### src/rtl/bf16_mul_arbiter.sv
// Round-robin arbiter sharing one external combinational bf16 multiplier among
// NUM_REQ requesters; operands and product are registered, one op in flight.
module bf16_mul_arbiter #(
  parameter  int NUM_REQ = 2,
  localparam int ID_W    = (NUM_REQ > 1) ? $clog2(NUM_REQ) : 1
) (
  input  logic                  clk_i,
  input  logic                  rst_ni,
  input  logic [NUM_REQ-1:0]    req_valid_i,
  output logic [NUM_REQ-1:0]    req_ready_o,
  input  logic [16*NUM_REQ-1:0] req_a_i,
  input  logic [16*NUM_REQ-1:0] req_b_i,
  output logic [15:0]           mul_a_o,
  output logic [15:0]           mul_b_o,
  input  logic [15:0]           mul_c_i,
  output logic                  rsp_valid_o,
  input  logic                  rsp_ready_i,
  output logic [ID_W-1:0]       rsp_id_o,
  output logic [15:0]           rsp_c_o,
  output logic                  busy_o
);

  typedef enum logic [1:0] {
    ST_IDLE = 2'd0,
    ST_BUSY = 2'd1,
    ST_DONE = 2'd2
  } state_e;

  state_e          state_q, state_d;
  logic [ID_W-1:0] rr_ptr_q, rr_ptr_d;
  logic [ID_W-1:0] id_q, id_d;
  logic [15:0]     mul_a_q, mul_a_d;
  logic [15:0]     mul_b_q, mul_b_d;
  logic [15:0]     rsp_c_q, rsp_c_d;
  logic [ID_W-1:0] rsp_id_q, rsp_id_d;
  logic            rsp_valid_q, rsp_valid_d;

  logic            accept_win_s;
  logic            grant_found_s;
  logic [ID_W-1:0] grant_idx_s;
  logic            fire_s;
  logic [ID_W:0]   cand_s;

  // Round-robin search starting one past the last winner; one extra bit keeps the wrap exact.
  always_comb begin
    grant_found_s = 1'b0;
    grant_idx_s   = '0;
    cand_s        = '0;
    for (int k = 1; k <= NUM_REQ; k++) begin
      cand_s = {1'b0, rr_ptr_q} + (ID_W+1)'(k);
      if (cand_s >= (ID_W+1)'(NUM_REQ)) begin
        cand_s = cand_s - (ID_W+1)'(NUM_REQ);
      end else begin
        cand_s = cand_s;
      end
      if (!grant_found_s && req_valid_i[cand_s[ID_W-1:0]]) begin
        grant_found_s = 1'b1;
        grant_idx_s   = cand_s[ID_W-1:0];
      end else begin
        grant_found_s = grant_found_s;
      end
    end
  end

  assign accept_win_s = (state_q == ST_IDLE) || ((state_q == ST_DONE) && rsp_ready_i);
  assign fire_s       = accept_win_s && grant_found_s;

  // One-hot ready to the winner, only while a new operation can be taken.
  always_comb begin
    req_ready_o = '0;
    if (fire_s) begin
      req_ready_o = NUM_REQ'(1) << grant_idx_s;
    end else begin
      req_ready_o = '0;
    end
  end

  // Next-state and datapath updates for the IDLE/BUSY/DONE sequence.
  always_comb begin
    state_d     = state_q;
    rr_ptr_d    = rr_ptr_q;
    id_d        = id_q;
    mul_a_d     = mul_a_q;
    mul_b_d     = mul_b_q;
    rsp_c_d     = rsp_c_q;
    rsp_id_d    = rsp_id_q;
    rsp_valid_d = rsp_valid_q;
    case (state_q)
      ST_IDLE: begin
        if (fire_s) begin
          state_d = ST_BUSY;
        end else begin
          state_d = ST_IDLE;
        end
      end
      ST_BUSY: begin
        state_d     = ST_DONE;
        rsp_c_d     = mul_c_i;
        rsp_id_d    = id_q;
        rsp_valid_d = 1'b1;
      end
      ST_DONE: begin
        if (rsp_ready_i) begin
          rsp_valid_d = 1'b0;
          state_d     = fire_s ? ST_BUSY : ST_IDLE;
        end else begin
          state_d = ST_DONE;
        end
      end
      default: begin
        state_d     = ST_IDLE;
        rsp_valid_d = 1'b0;
      end
    endcase
    // Operands persist after completion so the multiplier inputs stay quiet.
    if (fire_s) begin
      mul_a_d  = req_a_i[16*grant_idx_s +: 16];
      mul_b_d  = req_b_i[16*grant_idx_s +: 16];
      id_d     = grant_idx_s;
      rr_ptr_d = grant_idx_s;
    end else begin
      mul_a_d = mul_a_d;
    end
  end

  // State and datapath registers; pointer resets to the last index so requester 0 wins first.
  always_ff @(posedge clk_i or negedge rst_ni) begin
    if (!rst_ni) begin
      state_q     <= ST_IDLE;
      rr_ptr_q    <= ID_W'(NUM_REQ - 1);
      id_q        <= '0;
      mul_a_q     <= 16'h0000;
      mul_b_q     <= 16'h0000;
      rsp_c_q     <= 16'h0000;
      rsp_id_q    <= '0;
      rsp_valid_q <= 1'b0;
    end else begin
      state_q     <= state_d;
      rr_ptr_q    <= rr_ptr_d;
      id_q        <= id_d;
      mul_a_q     <= mul_a_d;
      mul_b_q     <= mul_b_d;
      rsp_c_q     <= rsp_c_d;
      rsp_id_q    <= rsp_id_d;
      rsp_valid_q <= rsp_valid_d;
    end
  end

  assign mul_a_o     = mul_a_q;
  assign mul_b_o     = mul_b_q;
  assign rsp_c_o     = rsp_c_q;
  assign rsp_id_o    = rsp_id_q;
  assign rsp_valid_o = rsp_valid_q;
  assign busy_o      = (state_q != ST_IDLE);

endmodule

### config.mk
export PLATFORM = sky130hd
export DESIGN_NAME = bf16_mul_arbiter
export DESIGN_NICKNAME = d
export VERILOG_FILES = /design/src/rtl/bf16_mul_arbiter.sv
export SDC_FILE = /design/constraint.sdc
export NUM_CORES = 1
export LEC_CHECK = 0
export BUFFER_PORTS_ARGS = -buffer_cell sky130_fd_sc_hd__buf_2
export CAP_MARGIN = 0
export CORE_ASPECT_RATIO = 0.75
export CORE_MARGIN = 2
export CORE_UTILIZATION = 34
export DETAILED_ROUTE_END_ITERATION = 7
export GPL_TIMING_DRIVEN = 0
export PLACE_DENSITY = 0.74
export RECOVER_POWER = 50
export SLEW_MARGIN = 20
export SYNTH_ARGS = -nofsm -noshare
export SYNTH_HDL_FRONTEND = slang
export SYNTH_SLANG_ARGS = --single-unit
### constraint.sdc
create_clock -name clk_i -period 3.8 [get_ports clk_i]
set_clock_uncertainty 0.15 [all_clocks]
set_input_delay 0.76 -clock clk_i [delete_from_list [all_inputs] [get_ports clk_i]]
set_output_delay 0.76 -clock clk_i [all_outputs]
set_load 0.05 [all_outputs]
==> metrics.cfg, run 1 <==
[outcome]
status = complete, no violations

[clocking]
clk_pin_slew_ns = 0.10
htree_num_levels = 2
holdBufCountCts = 0
clk_path_buf_depth = 2
postCtsResizedCells = 0
root_buffer = clkbuf_8
post-cts-setup-buffers = 0
clock_sinks = 54
tritoncts = built
clkLatencyLatePin_ns = 0.30
cts_made_buffers = 5

[layout]
fill_cells = 650
final-seq-area_um2 = 1350
drive_above_1_share_pct = 49.0
area_growth_pct = 37.8
utilization_pct = 48.2
nNetsFinal = 398
insertedDiodeCount = 0
multi_input_area_um2 = 910

[setup_path]
cp.required_ns = 2.89
worst_path_largest_cell_delay_ns = 0.60
critPathMaxFanout = 10
arrival_ns = 2.45
startpoint_type = primary input
critPathCaptureType = output port
cp_cell_sequence = buf_2, nor2b_4, clkbuf_1, or4b_4, clkinvlp_2, buf_6, buf_2
critPathKind = in -> out
crit_path_top_delay_cell = or4b_4
cp_common_cell = buf_2

[timing]
fmax_mhz = 298
rsz0062_at_grt = false
final_max_slew_viol_count = 0
timing.final.crit_share_pct = 88.4
setup_viol = 0
worst_slack_ns = 0.440
fin_hold_ws_ns = 0.338
slew-limit-headroom_pct = 12.1
hold_viol_final = 0
tightestPinTransition_ns = 1.32
min_period_ns = 3.36
tns_ns = 0

[routing]
antenna_left = 0
drt_wl_total_um = 6330
via_count = 2073
wire_per_inst_um = 15.9
routed_via_density = 5.21
drc = 0
drtIter0Drc = 72
drt_first_pass_iters = 4

[global_routing]
grt_overflow = 0
grt_max_degree = 55
grtUsageTotal_pct = 16.5
grt_pass1_vias = 2077
grt_pass1_wl_um = 10100
grt_use_met3_pct = 3.76
gr-usage-met1_pct = 21.7
antenna_found_initial = 0
grt_use_met2_pct = 27.3
gr-max-usage-layer = met2

[logic_synthesis]
synth_area_leaders = dfrtp_1 56%, a221o_1 13%, o31a_1 12%, mux2_2 8.0%, buf_6 1.9%
syn_nets = 254
synth_top_area_cell = dfrtp_1
synth_seq_area_share_pct = 56.9
synth_cell_types = 23
netlist_area_um2 = 2380
ys_ff_latch = 54
syn_inst = 169
post_synth.cell_area_avg_um2 = 14.1
synth_top_area_share_pct = 55.8
synth_warnings = 0

[floorplan]
start_util_pct = 35.0
ioPinCount = 138
die_x_um = 101
rows = 26
core_area_um2 = 6800
die-height_um = 76.4
die_area_um2 = 7690

[pwr]
irDropWorstVdd_mv = 0.535
powerDensity_nw_per_um2 = 1070
p_total_mw = 3.50
p_leak_nw = 1.54

[flow_run]
cap_violations = 0

[placement]
port_buffers = 137
routabilityCongestion = 0.706
post-dp-hpwl_um = 4730
dp_slack_ns = 0.723

[min_path]
hp-class = reg -> reg

-- worst paths after layout --
| check | start | to | slack (ns) | cells after the start |
|---|---|---|---|---|
| worst max register to register | state_q[1] | mul_b_o[15] | 1.44 | 6 |
| worst min register to register | rsp_valid_o | rsp_valid_o | 0.34 | 1 |
| min in group asynchronous | rst_ni | mul_b_o[5] | 0.59 | 1 |
| worst min-delay path | rsp_valid_o | rsp_valid_o | 0.34 | 1 |
| worst max-delay path | rsp_ready_i | req_ready_o[0] | 0.44 | 7 |
| max in group asynchronous | rst_ni | mul_a_o[15] | 2.12 | 1 |
-- where the power goes --
group	switching, mW	internal (mW)	leakage (nW)	total [mW]
registers	0.154	0.860	0.650	1.01
clock network	0.190	0.281	0.0714	0.471
logic	1.42	0.589	0.822	2.01
-- Yosys cell counts, drive strengths merged --
library cell  count
dfrtp            53
a221o            32
o31a             32
mux2             17
clkbuf           10
buf               8
o21a              3
inv               2
nor2              2
nor2b             2
a2111oi           1
a21o              1
clkinv            1
dfstp             1
nor3              1
o21ai             1
or2               1
or4b              1
-- flip-flops by register name (all words and copies together), names as in the netlist --
name and cells:
state_q 2, mul_a_o 16, id_q 1, rsp_valid_o 1, mul_b_o 16, rr_ptr_q 1, rsp_c_o 16, rsp_id_o 1
-- cells by family after synthesis --
group | after synthesis | share of synthesized area [%]
and+or+nand+nor | 7 | 2.31
muxes | 17 | 8.05
DFF | 54 | 56.9
AOI/OAI and AO/OA | 70 | 27.9
buffers and inverters | 21 | 4.89
-- worst max-delay path: cells and delay by family --
family | cells | cell delay (ns)
buf+inv | 5 | 1.05
simple gates | 2 | 0.64
-- stage by stage --
stage,instances,area (um^2)
CTS,398,3310
floorplan,169,2380
global route,398,3280
detailed placement,390,3170
finish,398,3280
global placement,390,3170
-- final cells by class --
type                       instances  share of cell area, %
inverter                           3                  0.382
buffer                            18                   2.94
multi-input combinational         94                   27.7
clock inverter                     2                   1.83
timing repair buffer             137                   20.1
tap                               84                   3.21
clock buffer                       6                   2.52
sequential                        54                   41.3
-- per-layer routing --
layer	part of all wire (%)	up-vias
met1	45	1014
met3	6.6	4
met4	1.0	0
met2	48	84
li1	-	971
met5	0	-
-- layout by cell type, fill, tap and decap left out, drive strengths merged --
cell | Yosys | final
or4b | 1 | 1
clkbuf | 10 | 40
o21a | 3 | 3
bufinv | 0 | 2
o21ai | 1 | 1
mux2 | 17 | 17
a21o | 1 | 1
nor3 | 1 | 1
or2 | 1 | 1
a221o | 32 | 32
clkinvlp | 0 | 1
buf | 8 | 121
dfstp | 1 | 1
dfrtp | 53 | 53
nor2 | 2 | 2
inv | 2 | 2
nor2b | 2 | 2
a2111oi | 1 | 1
o31a | 32 | 32
Power figures use the tool's default switching activity.
==> run 2: changes to the inputs <==
--- a/config.mk
+++ b/config.mk
@@ -5,6 +5,7 @@
 export SDC_FILE = /design/constraint.sdc
 export NUM_CORES = 1
 export LEC_CHECK = 0
+export ABC_AREA = 1
 export BUFFER_PORTS_ARGS = -buffer_cell sky130_fd_sc_hd__buf_2
 export CAP_MARGIN = 0
 export CORE_ASPECT_RATIO = 0.75
@@ -12,7 +13,7 @@
 export CORE_UTILIZATION = 34
 export DETAILED_ROUTE_END_ITERATION = 7
 export GPL_TIMING_DRIVEN = 0
-export PLACE_DENSITY = 0.74
+export PLACE_DENSITY = 0.72
 export RECOVER_POWER = 50
 export SLEW_MARGIN = 20
 export SYNTH_ARGS = -nofsm -noshare
==> run 2 against run 1 <==
  * Highest routed layer unchanged
  * Power fell by 5.1%
  * Critical path depth rose by 1
  * Sequential cell count did not move
  * Global-route usage rose by 1.6 points
  * Clock power fell by 19%
  * Via count rose by 30%
  * Combinational power fell by 3%
==> metrics.cfg, run 2 <==
[timing]
fmax_mhz = 334
fin_hold_ws_ns = 0.325
final_max_slew_viol_count = 0
min_period_ns = 2.99
tns_ns = 0
hold_viol_final = 0
slew-limit-headroom_pct = 10.7
setup_viol = 0
tightestPinTransition_ns = 1.34
timing.final.crit_share_pct = 78.7
worst_slack_ns = 0.810
rsz0062_at_grt = false

[routing]
drt_wl_total_um = 7180
wl_met3_um = 449
top_layer_used = met4
wire_per_inst_um = 12.2
antenna_left = 0
drt_first_pass_iters = 5
drtIter0Drc = 122
drc = 0
wl_met1_um = 3380
via_count = 2686
routed_via_density = 4.58
wl_met2_um = 3260

[clocking]
clock_sinks = 54
clk_pin_slew_ns = 0.10
tritoncts = built
postCtsResizedCells = 0
root_buffer = clkbuf_8
cts_made_buffers = 5
htree_num_levels = 2
clk_path_buf_depth = 2
post-cts-setup-buffers = 0
holdBufCountCts = 0
clkLatencyLatePin_ns = 0.30

[placement]
post-dp-hpwl_um = 5320
dp.cells = 579
port_buffers = 136
routabilityCongestion = 0.778
dp_slack_ns = 1.05
place_area_um2 = 3410

[layout]
drive_above_1_share_pct = 34.4
final_cell_mix = 203 x nand2_1, 142 x buf_2, 53 x dfrtp_1
fill_cells = 780
utilization_pct = 47.4
nNetsFinal = 570
design_area_um2 = 3490
area_growth_pct = 34.4
final_cells = 587
insertedDiodeCount = 0
mostFrequentLayoutCell = nand2_1

[pwr]
powerDensity_nw_per_um2 = 950
p_total_mw = 3.32
irDropWorstVdd_mv = 0.403
p_leak_nw = 2.14

[global_routing]
grt_overflow = 0
antenna_found_initial = 0
grt_max_degree = 55
grt_pass1_wl_um = 12100
grt_pass1_vias = 2684
grtUsageTotal_pct = 18.1

[logic_synthesis]
synth_warnings = 0
yosysMostFrequentCell = nand2_1
synth_common_cells = 201 x nand2_1, 53 x dfrtp_1, 49 x nand3_1, 9 x buf_2, 6 x buf_4
synth-edff-count = 0
synth_ff_type = dfrtp_1
synth_area_leaders = dfrtp_1 51%, nand2_1 29%, nand3_1 9.4%, buf_2 1.7%, buf_4 1.7%
syn_inst = 342
synth_top_area_cell = dfrtp_1
synth_cell_types = 16
netlist_area_um2 = 2600
synth_seq_area_share_pct = 52.1
ys_ff_latch = 54
synthArstFlopShare_pct = 100
syn_nets = 427
synth_top_area_share_pct = 51.1
post_synth.cell_area_avg_um2 = 7.60

[setup_path]
critPathMaxFanout = 7
critPathCaptureType = output port
cp.required_ns = 2.89
startpoint_type = primary input
critPathKind = in -> out
arrival_ns = 2.08

[floorplan]
die_area_um2 = 8360
rows = 27
core_area_um2 = 7360
ioPinCount = 138
die-height_um = 79.7
die_x_um = 105
start_util_pct = 35.3

[flow_run]
cap_violations = 0

[outcome]
status = complete, no violations

[min_path]
hp-class = reg -> reg

run 2: path summary, 6_finish.rpt:
| check | startpoint | to | slack, ns | depth (start not counted) |
|---|---|---|---|---|
| min in group asynchronous | rst_ni | mul_b_o[11] | 0.59 | 1 |
| hold reg to reg | rsp_c_o[1] | rsp_c_o[1] | 0.33 | 2 |
| setup reg to reg | state_q[1] | mul_a_o[6] | 1.91 | 6 |
| setup / recovery | rsp_ready_i | req_ready_o[1] | 0.81 | 8 |
| max in group asynchronous | rst_ni | mul_a_o[10] | 2.10 | 1 |
| hold / removal | rsp_c_o[1] | rsp_c_o[1] | 0.33 | 2 |
run 2: logic make-up (layout without fill, tap and decap cells):
family | after synthesis | count (layout) | synth area share (%)
compound gates | 3 | 3 | 0.578
flops | 54 | 54 | 52.1
buf+inv | 26 | 170 | 6.21
simple gates | 259 | 259 | 41.1
run 2: final cells by class:
| class | instances | area, um^2 | share of cell area, % |
|---|---|---|---|
| Buffer | 20 | 129 | 3.69 |
| Clock buffer | 5 | 68.8 | 1.97 |
| Clock inverter | 3 | 40.0 | 1.15 |
| Inverter | 6 | 22.5 | 0.645 |
| Multi-Input combinational cell | 262 | 1070 | 30.7 |
| Sequential cell | 54 | 1350 | 38.7 |
| Tap cell | 101 | 126 | 3.62 |
| Timing Repair Buffer | 136 | 681 | 19.5 |
run 2: worst max-delay path: stages:
cell and delay [ns]:
buf_2 0.08, inv_1 0.03, nand2_1 0.13, nand2_1 0.08
nor2_1 0.44, nand2_1 0.19, inv_1 0.10, buf_2 0.26
run 2: layer usage:
layer	track usage (%)	up-vias
met2	30.6	102
met3	4.08	12
met5	0	-
met1	23.5	1229
met4	5.33	0
li1	-	1343
run 2: report_power, final:
part           internal [mW]  total, mW  switching [mW]
clock network          0.194      0.383           0.188
registers              0.850      0.998           0.148
logic                  0.442       1.94            1.49
total                   1.49       3.32            1.83
==> run 3: changes to the inputs <==
==> constraint.sdc (replaced) <==
create_clock -name clk_i -period 2.9 [get_ports clk_i]
set_clock_uncertainty 0.15 [all_clocks]
set_input_delay 0.58 -clock clk_i [delete_from_list [all_inputs] [get_ports clk_i]]
set_output_delay 0.58 -clock clk_i [all_outputs]
set_load 0.05 [all_outputs]
==> run 3 against run 2 <==
  * Critical path depth fell by 2
  * Final cell count unchanged
  * Die area is the same
==> metrics.cfg, run 3 (same netlist as run 2, synthesis figures left out) <==
[outcome]
status = complete, no violations

[global_routing]
antenna_found_initial = 0
grt_overflow = 0
grtUsageTotal_pct = 18.1
grt_max_degree = 55
grt_pass1_vias = 2684
grt_pass1_wl_um = 12100

[routing]
antenna_left = 0
drt_first_pass_iters = 5
via_count = 2683
drt_wl_total_um = 7150
drtIter0Drc = 137
routed_via_density = 4.57
drc = 0
wire_per_inst_um = 12.2

[clocking]
root_buffer = clkbuf_8
htree_num_levels = 2
clock_sinks = 54
clk_pin_slew_ns = 0.10
clkLatencyLatePin_ns = 0.30
postCtsResizedCells = 0
cts_made_buffers = 5
clk_path_buf_depth = 2
tritoncts = built
holdBufCountCts = 0
post-cts-setup-buffers = 0

[timing]
slew-limit-headroom_pct = 10.9
rsz0062_at_grt = false
timing.final.crit_share_pct = 88.3
tightestPinTransition_ns = 1.34
worst_slack_ns = 0.339
fin_hold_ws_ns = 0.325
final_max_slew_viol_count = 0
tns_ns = 0
min_period_ns = 2.56
fmax_mhz = 390
setup_viol = 0
hold_viol_final = 0

[floorplan]
core_area_um2 = 7360
ioPinCount = 138
rows = 27
die_x_um = 105
start_util_pct = 35.3
die-height_um = 79.7
die_area_um2 = 8360

[setup_path]
critPathKind = reg -> out
arrival_ns = 1.83
cp.required_ns = 2.17
startpoint_type = register
critPathCaptureType = output port
critPathMaxFanout = 10

[layout]
drive_above_1_share_pct = 34.2
insertedDiodeCount = 0
mostFrequentLayoutCell = nand2_1
fill_cells = 778
final_cell_mix = 203 x nand2_1, 142 x buf_2, 53 x dfrtp_1
area_growth_pct = 34.7
nNetsFinal = 570

[placement]
post-dp-hpwl_um = 5320
routabilityCongestion = 0.778
port_buffers = 136
dp_slack_ns = 0.507

[pwr]
powerDensity_nw_per_um2 = 1240
p_leak_nw = 2.14
irDropWorstVdd_mv = 0.523

[flow_run]
cap_violations = 0

[min_path]
hp-class = reg -> reg

-- run 3: through the flow --
step                instance area [um^2]  instances  power [mW]  utilization [%]
floorplan                           2600        342        3.24                -
global placement                    3400        579        3.86             46.2
detailed placement                  3410        579        3.91             46.3
CTS                                 3520        587        4.42             47.7
global route                        3500        587        4.65             47.5
finish                              3500        587        4.35             47.5
-- run 3: cell type report --
| type | count | area, um^2 | area share (%) |
|---|---|---|---|
| Buffer | 20 | 129 | 3.68 |
| Clock buffer | 5 | 68.8 | 1.97 |
| Clock inverter | 3 | 40.0 | 1.14 |
| Inverter | 6 | 22.5 | 0.644 |
| Multi-Input combinational cell | 262 | 1080 | 30.8 |
| Sequential cell | 54 | 1350 | 38.7 |
| Tap cell | 101 | 126 | 3.61 |
| Timing Repair Buffer | 136 | 681 | 19.5 |
-- run 3: layer usage --
metal	up-vias	share of wire, %	track usage (%)
met1	1226	47	23.5
met2	102	45	30.6
met4	0	1.2	5.33
li1	1343	-	-
met5	-	0	0
met3	12	6.2	4.08
-- run 3: power by group --
part           total (mW)  switching [mW]  internal (mW)  leakage [nW]
registers            1.30           0.193           1.11         0.666
logic                2.55            1.96          0.585          1.41
clock network       0.500           0.245          0.255        0.0579
total                4.35            2.40           1.95          2.14
-- run 3: critical path, cell delays in order, from the launching register on --
cell and delay, ns:
dfstp_1 0.55, nand2_2 0.11, nand2_1 0.19, buf_4 0.22, inv_1 0.07, nor2_1 0.12
buf_2 0.28
-- run 3: path summary, 6_finish.rpt --
path	from	endpoint	slack, ns	cells past startpoint
min in group asynchronous	rst_ni	mul_b_o[10]	0.41	1
worst min register to register	rsp_c_o[1]	rsp_c_o[1]	0.33	2
worst max register to register	rr_ptr_q	mul_b_o[3]	1.14	7
max in group asynchronous	rst_ni	mul_a_o[12]	1.38	1
worst max-delay path	rr_ptr_q	req_ready_o[0]	0.34	6
worst min-delay path	rsp_c_o[1]	rsp_c_o[1]	0.33	2
